File: config.mk
export PLATFORM = sky130hd
export DESIGN_NAME = dma_desc_mem_arbiter
export DESIGN_NICKNAME = d
export VERILOG_FILES = /design/src/rtl/dma_desc_mem_arbiter.sv
export SDC_FILE = /design/constraint.sdc
export NUM_CORES = 1
export LEC_CHECK = 0
export BUFFER_PORTS_ARGS = -buffer_cell sky130_fd_sc_hd__buf_2
export CORE_AREA = 2 2 99 101
export DETAILED_ROUTE_END_ITERATION = 16
export DIE_AREA = 0 0 101 103
export GPL_ROUTABILITY_DRIVEN = 0
export SLEW_MARGIN = 20
export SYNTH_ARGS = -nofsm -noshare
export SYNTH_HDL_FRONTEND = slang
export SYNTH_SLANG_ARGS = --single-unit
File: constraint.sdc
create_clock -name clk -period 1.7 [get_ports clk]
set_clock_uncertainty 0.2 [all_clocks]
set_input_delay 0.255 -clock clk [delete_from_list [all_inputs] [get_ports clk]]
set_output_delay 0.255 -clock clk [all_outputs]
set_load 0.005 [all_outputs]
File: src/rtl/dma_desc_mem_arbiter.sv
// Shares one AVMM descriptor-memory port between the SG-DMA fetch (burst read) and
// status-update (single write) masters. Build option: DMA_ARB_FIXED_PRIO_EN (write wins ties).
//
// state   | meaning
// IDLE    | sample both requests and pick a winner
// RD_CMD  | fetch burst command presented to memory
// RD_DATA | forward read words until the burst drains; no commands issued
// WR_CMD  | update write presented to memory

module dma_desc_mem_arbiter #(
  parameter int ADDR_W   = 32,
  parameter int BCOUNT_W = 4
) (
  input  logic                clk,
  input  logic                reset,
  input  logic                fetch_read_i,
  input  logic [BCOUNT_W-1:0] fetch_bcount_i,
  input  logic [ADDR_W-1:0]   fetch_addr_i,
  output logic                fetch_waitrequest_o,
  output logic [31:0]         fetch_rddata_o,
  output logic                fetch_readdatavalid_o,
  input  logic                update_wr_i,
  input  logic [31:0]         update_data_i,
  input  logic [3:0]          update_be_i,
  input  logic [ADDR_W-1:0]   update_addr_i,
  output logic                update_wait_req_o,
  output logic                mem_read_o,
  output logic                mem_write_o,
  output logic [ADDR_W-1:0]   mem_addr_o,
  output logic [BCOUNT_W-1:0] mem_bcount_o,
  output logic [31:0]         mem_wrdata_o,
  output logic [3:0]          mem_be_o,
  input  logic                mem_waitrequest_i,
  input  logic [31:0]         mem_rddata_i,
  input  logic                mem_readdatavalid_i,
  output logic                err_unexp_rdv_o
);

  typedef enum logic [1:0] {IDLE, RD_CMD, RD_DATA, WR_CMD} state_t;

  state_t              state, state_nxt;
  logic [BCOUNT_W:0]   rd_remaining, rd_remaining_nxt;
  logic                last_was_wr, last_was_wr_nxt;
  logic                err_unexp_rdv_nxt;
  logic [BCOUNT_W-1:0] rd_len;
  logic                tie_goes_wr;

  // A zero-length burst is treated as a single word on the bus and in the counter.
  assign rd_len = (fetch_bcount_i == '0) ? BCOUNT_W'(1) : fetch_bcount_i;

`ifdef DMA_ARB_FIXED_PRIO_EN
  assign tie_goes_wr = 1'b1;
`else
  assign tie_goes_wr = !last_was_wr;
`endif

  always_ff @(posedge clk) begin
    if (reset) begin
      state           <= IDLE;
      rd_remaining    <= '0;
      last_was_wr     <= 1'b0;
      err_unexp_rdv_o <= 1'b0;
    end else begin
      state           <= state_nxt;
      rd_remaining    <= rd_remaining_nxt;
      last_was_wr     <= last_was_wr_nxt;
      err_unexp_rdv_o <= err_unexp_rdv_nxt;
    end
  end

  always_comb begin
    state_nxt         = state;
    rd_remaining_nxt  = rd_remaining;
    last_was_wr_nxt   = last_was_wr;
    err_unexp_rdv_nxt = err_unexp_rdv_o | (mem_readdatavalid_i && (state != RD_DATA));
    case (state)
      IDLE: begin
        if (fetch_read_i && update_wr_i) begin
          state_nxt       = tie_goes_wr ? WR_CMD : RD_CMD;
          last_was_wr_nxt = tie_goes_wr;
        end else if (fetch_read_i) begin
          state_nxt       = RD_CMD;
          last_was_wr_nxt = 1'b0;
        end else if (update_wr_i) begin
          state_nxt       = WR_CMD;
          last_was_wr_nxt = 1'b1;
        end
      end
      RD_CMD: begin
        if (!mem_waitrequest_i) begin
          rd_remaining_nxt = {1'b0, rd_len};
          state_nxt        = RD_DATA;
        end
      end
      RD_DATA: begin
        if (mem_readdatavalid_i) begin
          rd_remaining_nxt = rd_remaining - (BCOUNT_W+1)'(1);
          if (rd_remaining == (BCOUNT_W+1)'(1)) state_nxt = IDLE;
        end
      end
      WR_CMD: begin
        if (!mem_waitrequest_i) state_nxt = IDLE;
      end
      default: state_nxt = IDLE;
    endcase
  end

  always_comb begin
    fetch_waitrequest_o   = 1'b1;
    update_wait_req_o     = 1'b1;
    fetch_readdatavalid_o = 1'b0;
    mem_read_o            = 1'b0;
    mem_write_o           = 1'b0;
    mem_addr_o            = '0;
    mem_bcount_o          = '0;
    mem_wrdata_o          = '0;
    mem_be_o              = '0;
    case (state)
      RD_CMD: begin
        mem_read_o          = 1'b1;
        mem_addr_o          = fetch_addr_i;
        mem_bcount_o        = rd_len;
        mem_be_o            = 4'hF;
        fetch_waitrequest_o = mem_waitrequest_i;
      end
      RD_DATA: fetch_readdatavalid_o = mem_readdatavalid_i;
      WR_CMD: begin
        mem_write_o       = 1'b1;
        mem_addr_o        = update_addr_i;
        mem_bcount_o      = BCOUNT_W'(1);
        mem_wrdata_o      = update_data_i;
        mem_be_o          = update_be_i;
        update_wait_req_o = mem_waitrequest_i;
      end
      default: ;
    endcase
  end

  assign fetch_rddata_o = mem_rddata_i;

endmodule

# --- Word-level counts from Yosys, hierarchy flattened ---
# Cells that the tools add are included.
word_totals:
  ff_bits: 9
  inputBits: 142
  output_inout_bits: 110
  word_cells: 51
classes:
  addsub: 1
  n_eq_ne: 10
  muxes: 25
  n_bitwise: 1
  n_reduce_logical: 10
op_table:
  columns: ["cell", "n"]
  rows:
  - ["case mux 32 bit (2 select lines)", 1]
  - ["two-way mux 32 bit", 1]
  - ["two-way mux 2 bit", 8]
  - ["case mux 4 bit (2 select lines)", 2]
  - ["two-way mux 5 bit", 2]
  - ["!= test 2 bit, second input constant", 5]
  - ["case mux 5 bit (2 select lines)", 1]
  - ["two-way mux 1 bit", 8]
  - ["case mux 2 bit (4 select lines)", 1]
  - ["== test 5 x 1 -> 1 bit, second input constant", 1]
  - ["AND reduction 5 bit", 1]
  - ["subtractor 5 x 1 -> 5 bit, second input constant", 1]
  - ["== test 2 bit, second input constant", 2]
  - ["logical NOT 4 bit", 1]
  - ["two-way mux 4 bit", 1]
  - ["!= test 4 bit, second input constant", 1]
  - ["AND reduction 3 bit", 1]
  - ["nonzero test 3 bit", 1]
  - ["== test 2 x 1 -> 1 bit, second input constant", 1]
  - ["logical AND 1 bit", 2]
  - ["logical NOT 2 bit", 1]
  - ["AND reduction 2 bit", 1]
  - ["nonzero test 2 bit", 1]
  - ["logical NOT 1 bit", 1]
  - ["OR 1 bit", 1]

# --- Longest topological paths before layout ---
# Gate-level depths: netlist of the first run.
logic_depth:
  depth_word: 4
  depth_mapped: 6
  ltp_nobuf: 6

# --- Least setup slack after synthesis of the first run ---
# No wires, ideal clock.
synth_path:
  path_type: "reg2reg"
  from: "register state[1]"
  to: "register rd_remaining[4]"
  t_arrival_ps: 1442
  required_time_ps: 1414
  path_slack_ps: -28
  path_stages_with_launch: 6
  n_path_buf: 1
  period_less_slack_ps: 1728
  cell_sequence: "dfxtp_1 buf_6 nor3b_4 a21oi_2 or4_1 a211oi_1"
synth_via:
  elab_chain_len: 3
  word_cells_on_any_way: 7
synth_rtl:
  columns: ["element", "line_no", "text"]
  rows:
  - ["start, declared", "41", "state_t state, state_nxt;"]
  - ["start signal, assigned", "64", "state <= state_nxt;"]
  - ["== test 2 bit or == test 2 x 1 -> 1 bit (tied branches)", "76", "case (state)"]
  - ["!= test 2 bit (no line) or nonzero test 2 bit (tied branches)", null, null]
  - ["AND reduction 3 bit (no line)", null, null]
  - ["end signal, assigned", "65", "rd_remaining <= rd_remaining_nxt;"]
  - ["end, declared", "42", "logic [BCOUNT_W:0] rd_remaining, rd_remaining_nxt;"]
# Several ways; a longest one is shown, not always the timed one.
# A chain may end at the register's enable or synchronous reset.

# --- Final worst setup path of the first run ---
layout_path:
  from: "register state[1]"
  to: "output port mem_addr_o[9]"
layout_via:
  elab_chain_len: 2
  word_cells_on_any_way: 3
layout_rtl:
  columns: ["element", "line_no", "text"]
  rows:
  - ["== test 2 bit or == test 2 x 1 -> 1 bit (tied branches)", "118", "case (state)"]
  - ["case mux 32 bit (2 select lines) *", "118", null]
  - ["end, declared", "29", "output logic [ADDR_W-1:0] mem_addr_o,"]
# Every way passes the cells marked *; elsewhere a longest branch is shown, timed or not.

==> results.rst, run 1 <==
.. list-table::
   :header-rows: 1

   * - Metric
     - Value
   * - Result of the run
     - finished with violations
   * - Failing checks
     - negative setup slack
   * - # DRC
     - 0
   * - Unique cell type count in the Yosys netlist
     - 34
   * - Peak Freq
     - 573.9 MHz
   * - Port bufs
     - 187
   * - Antenna viol nets, final
     - 0
   * - Maximum Capacitance Violations
     - 0
   * - Largest net degree at the start of global routing
     - 51
   * - Number of iterations in the first detailed-routing pass
     - 4
   * - Global-route wire length before repair
     - 8073 um
   * - Initial Utilization
     - 17.14%
   * - Clock tree from TritonCTS
     - yes
   * - Mean instance size in the synthesized netlist
     - 7.438 um2
   * - Area growth from synthesis to final layout
     - 67.28%
   * - Critical path's largest stage delay
     - 380 ps
   * - Share of the yosys chip area belonging to registers
     - 11.11%
   * - Path class of the lowest-slack min-delay path
     - input pin to flop
   * - Clock latency on the worst-skew pair
     - 240 ps
   * - Setup WS post-layout
     - -42.45 ps
   * - Initial antenna violation count
     - 0
   * - ANT cells
     - 0
   * - Fraction of the core area covered by cells at the end of the flow
     - 28.68%
   * - Post-synthesis cell area
     - 1622 um2
   * - Share of final-layout standard cells stronger than drive strength 1
     - 58.13%
   * - Row cnt
     - 36
   * - Slew at the pin closest to its max-slew limit
     - 286.2 ps
   * - Number of standard cells in the layout, taps in and fillers out
     - 489
   * - Unrepaired setup endpoints after global routing
     - yes
   * - Number of hold buffers added after cts
     - 0
   * - Worst setup path category
     - flop to output pin
   * - Library cell with the largest summed area after synthesis
     - mux2i_1
   * - Leakage power figure
     - 1.604 nW
   * - Count of pins on the block boundary
     - 252
   * - Total wire length after detailed routing
     - 6102 um
   * - Largest cells by area after synthesis
     - mux2i_1 (21%), buf_4 (15%), nor2b_1 (13%)
   * - Critical-path cell list
     - buf_12 > buf_8 > mux2i_2 > nor2b_1 > buf_2
   * - Die X-Extent
     - 101 um
   * - Sum of net half-perimeters after detailed placement
     - 4867 um
   * - Worst-case headroom to the max-slew limit
     - 80.65%
   * - Power per Cell Area
     - 521.2 nW/um2
   * - Via count of the first global-routing pass
     - 1793
   * - Count of mapped cells out of synthesis
     - 218
   * - GR met1 Demand/Resource
     - 10.52%
   * - Gate family responsible for the most delay along the worst path
     - flip-flops
   * - CTS clk-pin slew, worst paths
     - 50 ps
   * - Number of flops mapped to enable cells by yosys
     - 0
   * - Min Clock Period, post-route
     - 1742 ps
   * - Core area
     - 9459 um2
   * - Number of pins with negative max-slew slack in the final report
     - 0
   * - Top cells by count, synth
     - mux2i_1 (34), nor2b_1 (34), and3_1 (32), buf_4 (32), clkbuf_1 (13)
   * - Kind of end point of the critical path
     - output pin
   * - Xor-xnor portion of the synthesized cell area
     - 0%
   * - Met3 usage in global routing
     - 2.983%
   * - Number of failing hold endpoints at the final stage
     - 0
   * - Main synth FF type
     - dfxtp_1
   * - Htree depth
     - 1
   * - Via Count
     - 2071
   * - # fillers
     - 1037
   * - Adder-cell area share of the yosys netlist
     - 1.543%
   * - Data arrival time of the critical path
     - 1290 ps
   * - M2 GR Usage
     - 18.15%
   * - Count of state elements after synthesis
     - 9
   * - Share of the clock period used by the worst path after layout
     - 102.5%
   * - Count of nets after finishing
     - 520
   * - Nets in the synthesized netlist
     - 362
   * - Max FO, Critical Path
     - 6
   * - Multiplexer share of the synthesized area
     - 20.99%
   * - All-layer global routing usage
     - 9.467%
   * - Top cell type's share of synthesized area
     - 20.99%
   * - Async set-or-reset flop fraction in the synthesized netlist
     - 0%
   * - Compound-gate portion of the synthesized area
     - 9.799%
   * - Die area
     - 10400 um2
   * - Critical path's slowest cell
     - dfxtp_4
   * - Violation count after the first detailed-routing iteration
     - 37
   * - Warnings, synthesis
     - 0
   * - Die Y
     - 103 um
   * - Fraction of the mapped netlist area in simple logic gates
     - 35.73%
   * - Required time at the endpoint of the critical path
     - 1240 ps
   * - CTS sink count
     - 9
   * - Total global routing overflow
     - 0
   * - Kind of start point of the critical path
     - flop
   * - Mean routed wirelength per cell
     - 12.48 um
   * - CP bufs+invs
     - 3
   * - Longest Clk Path Bufs
     - 2
   * - Vias per cell
     - 4.235
   * - Combinational family with the most area after synthesis
     - simple AND/OR/NAND/NOR gates
   * - Most Crowded Layer GR
     - met2
   * - Number of buffers created by CTS
     - 3
   * - Clock root buffer
     - clkbuf_8
   * - Number of endpoints failing setup at the final stage
     - 21
   * - Worst voltage drop across the vdd grid
     - 0.0002462 V
   * - Post-Place Cells
     - 479
[cell type report]
class	count	area (um2)	share of cell area (%)
clock buffers	3	41.29	1.522
clock inverters	1	5.005	0.1845
flip-flops and latches	9	187.7	6.919
inverters	5	21.27	0.7841
repair buffers	203	1189	43.82
multi-input cells	154	1126	41.51
well taps	114	142.6	5.258
[report_power, final]
part / total [W] / switching, W / internal (W) / leakage (nW)
Sequential: 0.000269 / 0.0000311 / 0.000238 / 0.0753
Combinational: 0.000881 / 0.000381 / 0.000501 / 1.50
Clock: 0.000264 / 0.000102 / 0.000161 / 0.0255
Total: 0.00141 / 0.000514 / 0.000900 / 1.60
[state kept, by name, summed over array words and instances (netlist names)]
name             cells
rd_remaining         5
state                2
err_unexp_rdv_o      1
last_was_wr          1
[final timing paths]
path / start / endpoint / slack (ps) / cells past startpoint
hold reg to reg: rd_remaining[1] / rd_remaining[1] / 270 / 2
hold / removal: fetch_read_i / last_was_wr / 50 / 2
setup / recovery: state[1] / mem_addr_o[9] / -40 / 5
setup reg to reg: state[1] / rd_remaining[4] / 0 / 5
[per-layer routing]
metal / up-vias / share of wire [%]
li1: 1029 / -
met1: 925 / 38
met2: 110 / 52
met3: 7 / 9.9
met4: 0 / 0.38
met5: - / 0
[metrics by stage]
| step | setup slack, ps | setup TNS, ps | instance area [um2] | power [W] | hold slack (ps) |
|---|---|---|---|---|---|
| global placement | 56.50 | 0 | 2496 | 0.001018 | 252.5 |
| floorplan | -10.55 | -10.55 | 1623 | 0.0007409 | 171.1 |
| detailed placement | 45.71 | 0 | 2496 | 0.001036 | 257.0 |
| global route | -104.5 | -2719 | 2713 | 0.001519 | 73.91 |
| finish | -42.45 | -447.0 | 2713 | 0.001414 | 45.60 |
| CTS | -62.02 | -730.9 | 2650 | 0.001388 | 45.31 |
[what timing repair did]
item,in CTS,in global routing
gates cloned,2,1
setup buffers,3,0
endpoints found under the hold margin,0,0
setup endpoints to repair,40,46
pin swaps,0,2
resized for setup,11,11
[cell families (layout without fill, tap and decap cells)]
family,after synthesis,in the layout
flip-flops,9,9
adder cells (fa/ha/maj),2,2
AND/OR/NAND/NOR,94,94
AO/OA/AOI/OAI,24,24
buffers and inverters,55,212
multiplexers,34,34
[cell usage in the layout, fill, tap and decap left out, drive strengths merged]
cell type  Yosys  routed
a211o          1       1
a211oi         2       2
a21oi          9       9
a311oi         1       1
a32oi          1       1
and2           5       5
and3          32      32
buf           37     202
clkbuf        13       4
clkinv         0       1
dfxtp          9       9
ha             2       2
inv            5       5
mux2i         34      34
nand2          3       3
nand2b         4       4
nand3          1       1
nand3b         1       1
nor2           6       6
nor2b         34      34
nor3           2       2
nor3b          1       1
nor4           1       1
nor4b          1       1
o21a           5       5
o21ai          3       3
o31ai          1       1
o32ai          1       1
or2            1       1
or3            1       1
or4            1       1
No activity file was read; power rests on OpenSTA's default activity.
==> run 2, diff against run 1 <==
--- a/config.mk
+++ b/config.mk
@@ -10,6 +10,7 @@
 export DETAILED_ROUTE_END_ITERATION = 16
 export DIE_AREA = 0 0 101 103
 export GPL_ROUTABILITY_DRIVEN = 0
+export REMOVE_ABC_BUFFERS = 1
 export SLEW_MARGIN = 20
 export SYNTH_ARGS = -nofsm -noshare
 export SYNTH_HDL_FRONTEND = slang
==> results.rst, run 2 (synthesized netlist as in run 1, its figures left out) <==
.. list-table::
   :header-rows: 1

   * - Metric
     - Value
   * - Total global routing overflow
     - 0
   * - Most Crowded Layer GR
     - met2
   * - Clock tree from TritonCTS
     - yes
   * - Setup WS post-layout
     - -55.44 ps
   * - Sum of net half-perimeters after detailed placement
     - 7747 um
   * - Antenna viol nets, final
     - 0
   * - Initial Utilization
     - 17.14%
   * - Violation count after the first detailed-routing iteration
     - 53
   * - Core area
     - 9459 um2
   * - Area growth from synthesis to final layout
     - 80.25%
   * - Failing checks
     - negative setup slack
   * - Number of failing hold endpoints at the final stage
     - 0
   * - Leakage power figure
     - 1.684 nW
   * - Count of pins on the block boundary
     - 252
   * - Required time at the endpoint of the critical path
     - 1240 ps
   * - Slew at the pin closest to its max-slew limit
     - 254.8 ps
   * - Clock latency on the worst-skew pair
     - 230 ps
   * - Final total power
     - 0.001567 W
   * - Number of standard cells in the layout, taps in and fillers out
     - 498
   * - Peak Freq
     - 569.7 MHz
   * - Via count of the first global-routing pass
     - 2053
   * - Worst-case headroom to the max-slew limit
     - 82.77%
   * - Number of endpoints failing setup at the final stage
     - 32
   * - Share of final-layout standard cells stronger than drive strength 1
     - 61.36%
   * - Global-route wire length before repair
     - 12350 um
   * - Top Registers
     - rd_remaining: 5 flops, state: 2 flops
   * - Die area
     - 10400 um2
   * - Initial antenna violation count
     - 5
   * - Largest net degree at the start of global routing
     - 43
   * - Die X-Extent
     - 101 um
   * - Row cnt
     - 36
   * - Via Count
     - 2254
   * - Share of the clock period used by the worst path after layout
     - 103.3%
   * - CTS sink count
     - 9
   * - Worst setup path category
     - flop to output pin
   * - Most common cell after layout, fill and taps aside
     - buf_2
   * - GR met1 Demand/Resource
     - 20.96%
   * - Flip-flop count of the largest register after layout
     - 5
   * - Result of the run
     - finished with violations
   * - Path class of the lowest-slack min-delay path
     - input pin to flop
   * - Met3 usage in global routing
     - 13.36%
   * - Largest register by flop count
     - rd_remaining
   * - Most used cells in the layout excluding fill and tap cells
     - buf_2 (183), mux2i_1 (33), nor2b_1 (32)
   * - Power per Cell Area
     - 536.1 nW/um2
   * - Count of nets after finishing
     - 528
   * - Data arrival time of the critical path
     - 1300 ps
   * - Kind of start point of the critical path
     - flop
   * - Die Y
     - 103 um
   * - Min Clock Period, post-route
     - 1755 ps
   * - CTS clk-pin slew, worst paths
     - 50 ps
   * - Kind of end point of the critical path
     - output pin
   * - Total wire length after detailed routing
     - 10170 um
   * - Post-Place Cells
     - 476
   * - # DRC
     - 0
   * - Vias per cell
     - 4.526
   * - Port bufs
     - 187
   * - Worst voltage drop across the vdd grid
     - 0.0002250 V
   * - Max FO, Critical Path
     - 6
   * - Number of pins with negative max-slew slack in the final report
     - 0
   * - Clock root buffer
     - clkbuf_8
   * - M2 GR Usage
     - 21.49%
   * - Htree depth
     - 1
   * - Unrepaired setup endpoints after global routing
     - yes
   * - Number of buffers created by CTS
     - 3
   * - Number of iterations in the first detailed-routing pass
     - 4
   * - Maximum Capacitance Violations
     - 0
   * - All-layer global routing usage
     - 16.21%
   * - Longest Clk Path Bufs
     - 2
   * - Mean routed wirelength per cell
     - 20.43 um
## run 2: path summary, 6_finish.rpt
path,startpoint,endpoint,slack [ps],cells past startpoint
min,fetch_read_i,last_was_wr,60,2
min reg2reg,err_unexp_rdv_o,err_unexp_rdv_o,270,2
max reg2reg,state[1],rd_remaining[4],30,5
max,state[1],mem_bcount_o[0],-60,5
## run 2: worst max-delay path, stage by stage, from the launching register on
cell	delay, ps
dfxtp_4	350
buf_12	140
buf_6	130
clkbuf_16	150
o21a_1	180
buf_2	120
## run 2: cell type report
class                      instances  area (um2)
antenna                            1       2.502
clock buffer                       4       45.04
fill                            1031        6536
inverter                           5       26.28
multi-input combinational        154        1184
sequential                         9       187.7
tap                              114       142.6
timing repair buffer             211        1335
## run 2: through the flow
| step | setup WS (ps) | TNS (ps) | area [um2] | util, % | hold WS, ps |
|---|---|---|---|---|---|
| after detailed placement | 22.36 | 0 | 2476 | 26.18 | 263.5 |
| after floorplan | -1665 | -80750 | 1303 | - | 124.1 |
| after CTS | -63.33 | -648.0 | 2566 | 27.13 | 43.14 |
| after global placement | 52.56 | 0 | 2476 | 26.18 | 253.0 |
| after global routing | -93.66 | -3536 | 2920 | 30.87 | 49.28 |
| final | -55.44 | -583.5 | 2923 | 30.90 | 57.30 |
## run 2: routing by layer
metal / vias up / routed length (um)
met3: 8 / 1685
met1: 997 / 4390
met4: 8 / 6
met5: - / 95
li1: 1049 / -
met2: 192 / 3996
## run 2: what timing repair did
item | 4_1_cts | 5_1_grt
hold endpoints to repair | 0 | 0
setup buffers | 0 | 9
endpoints found under the setup margin | 31 | 48
gates resized for setup | 5 | 30
hold buffers | 0 | 0
pin swaps | 0 | 7
cloned | 1 | 7
## run 2: power by group
part | internal, W | total [W] | switching (W)
clock | 0.000164 | 0.000256 | 0.0000922
sequential | 0.000238 | 0.000269 | 0.0000311
combinational | 0.000592 | 0.00104 | 0.000449
total | 0.000994 | 0.00157 | 0.000573
==> run 3, diff against run 2 <==
--- a/config.mk
+++ b/config.mk
@@ -10,6 +10,7 @@
 export DETAILED_ROUTE_END_ITERATION = 16
 export DIE_AREA = 0 0 101 103
 export GPL_ROUTABILITY_DRIVEN = 0
+export PLACE_DENSITY = 0.65
 export REMOVE_ABC_BUFFERS = 1
 export SLEW_MARGIN = 20
 export SYNTH_ARGS = -nofsm -noshare
==> results.rst, run 3 (synthesized netlist as in run 1, its figures left out) <==
.. list-table::
   :header-rows: 1

   * - Metric
     - Value
   * - Post-Place Cells
     - 476
   * - Result of the run
     - finished with violations
   * - Count of nets after finishing
     - 521
   * - Row cnt
     - 36
   * - Htree depth
     - 1
   * - Number of standard cells in the layout, taps in and fillers out
     - 490
   * - Total wire length after detailed routing
     - 9453 um
   * - Most common cell after layout, fill and taps aside
     - buf_2
   * - Max FO, Critical Path
     - 6
   * - Required time at the endpoint of the critical path
     - 1240 ps
   * - TNS Setup
     - -608.9 ps
   * - Largest register by flop count
     - rd_remaining
   * - Number of buffers created by CTS
     - 3
   * - Antenna viol nets, final
     - 0
   * - Flip-flop count of the largest register after layout
     - 5
   * - Kind of start point of the critical path
     - flop
   * - Number of iterations in the first detailed-routing pass
     - 6
   * - Sum of net half-perimeters after detailed placement
     - 7770 um
   * - # DRC
     - 0
   * - Die area
     - 10400 um2
   * - Clock root buffer
     - clkbuf_8
   * - Largest net degree at the start of global routing
     - 38
   * - Path class of the lowest-slack min-delay path
     - input pin to flop
   * - CTS sink count
     - 9
   * - Port bufs
     - 187
   * - Worst voltage drop across the vdd grid
     - 0.0002411 V
   * - Mean routed wirelength per cell
     - 19.29 um
   * - Failing checks
     - negative setup slack
   * - Share of final-layout standard cells stronger than drive strength 1
     - 59.84%
   * - Clock tree from TritonCTS
     - yes
   * - Count of pins on the block boundary
     - 252
   * - Global-route wire length before repair
     - 11970 um
   * - Longest Clk Path Bufs
     - 2
   * - Die Y
     - 103 um
   * - Core area
     - 9459 um2
   * - Vias per cell
     - 4.496
   * - Share of the clock period used by the worst path after layout
     - 103.5%
   * - Clock latency on the worst-skew pair
     - 230 ps
   * - Unrepaired setup endpoints after global routing
     - yes
   * - Maximum Capacitance Violations
     - 0
   * - Number of pins with negative max-slew slack in the final report
     - 0
   * - Worst setup path category
     - flop to output pin
   * - Initial antenna violation count
     - 1
   * - CTS clk-pin slew, worst paths
     - 50 ps
   * - Hold Slack
     - 53.23 ps
   * - Setup WS post-layout
     - -59.19 ps
   * - Violation count after the first detailed-routing iteration
     - 72
   * - Number of endpoints failing setup at the final stage
     - 30
   * - Via Count
     - 2203
   * - Slew at the pin closest to its max-slew limit
     - 267.5 ps
   * - ANT cells
     - 0
   * - Top Registers
     - rd_remaining: 5 flops, state: 2 flops
   * - Power per Cell Area
     - 521.9 nW/um2
   * - Peak Freq
     - 568.4 MHz
   * - Initial Utilization
     - 17.14%
   * - Data arrival time of the critical path
     - 1300 ps
   * - # fillers
     - 1060
   * - All-layer global routing usage
     - 15.78%
   * - Most used cells in the layout excluding fill and tap cells
     - buf_2 (184), nor2b_1 (32), and3_1 (32)
   * - Via count of the first global-routing pass
     - 1939
   * - Leakage power figure
     - 1.633 nW
   * - Total global routing overflow
     - 0
   * - Area growth from synthesis to final layout
     - 71.30%
   * - Min Clock Period, post-route
     - 1759 ps
   * - Post-place setup slack
     - -43.49 ps
   * - Number of failing hold endpoints at the final stage
     - 0
   * - Number of hold buffers added after cts
     - 0
   * - Worst-case headroom to the max-slew limit
     - 82.01%
   * - Kind of end point of the critical path
     - output pin
   * - Die X-Extent
     - 101 um
[run 3: cell count changes in the layout (fill, tap and decap cells not counted), moves of 2 or more]
cell,change
clkbuf_16,-3
and3_4,-5
mux2i_2,+2
buf_4,-6
inv_2,+2
and3_1,+5
mux2i_1,-2
[run 3: worst paths after layout]
check / start / endpoint / slack, ps / cells past startpoint
worst max-delay path: state[1] / mem_addr_o[15] / -60 / 5
worst min-delay path: fetch_read_i / last_was_wr / 50 / 2
worst max register to register: state[1] / rd_remaining[4] / -50 / 5
worst min register to register: err_unexp_rdv_o / err_unexp_rdv_o / 270 / 2
[run 3: per-layer routing]
metal	track usage [%]	part of all wire [%]	up-vias	wire length, um
li1	-	-	1037	-
met1	23.56	48	989	4581
met2	18.46	36	163	3446
met3	9.966	14	10	1296
met4	1.351	0.51	4	48
met5	5.769	0.85	-	80
[run 3: area by class of cell]
class	count	area, um2	area share (%)
Clock buffer	4	45.04	1.622
Inverter	5	18.77	0.6757
Multi-Input combinational cell	154	1152	41.49
Sequential cell	9	187.7	6.757
Tap cell	114	142.6	5.135
Timing Repair Buffer	204	1231	44.32
[run 3: stage by stage]
| stage | total power [W] | area, um2 | utilization [%] |
|---|---|---|---|
| floorplan | 0.0006583 | 1303 | - |
| global placement | 0.0009933 | 2449 | 25.89 |
| detailed placement | 0.001016 | 2449 | 25.89 |
| CTS | 0.001312 | 2546 | 26.92 |
| global route | 0.001560 | 2778 | 29.37 |
| finish | 0.001450 | 2778 | 29.37 |
[run 3: power breakdown]
part           internal (W)  total, W  switching, W
clock              0.000163  0.000247     0.0000836
sequential         0.000238  0.000277     0.0000384
combinational      0.000527  0.000926      0.000399
total              0.000929   0.00145      0.000521
[run 3: what timing repair did]
item / in CTS / in global routing
cloned: 1 / 3
pin swaps: 0 / 3
resized for setup: 7 / 28
endpoints found under the setup margin: 64 / 75
endpoints found under the hold margin: 0 / 0
setup buffers: 0 / 6
[run 3: critical path: stages, from the launching register on]
cell and delay [ps]:
dfxtp_4 430, buf_12 130, clkbuf_16 140, mux2i_1 190
nor2b_1 60, buf_2 120
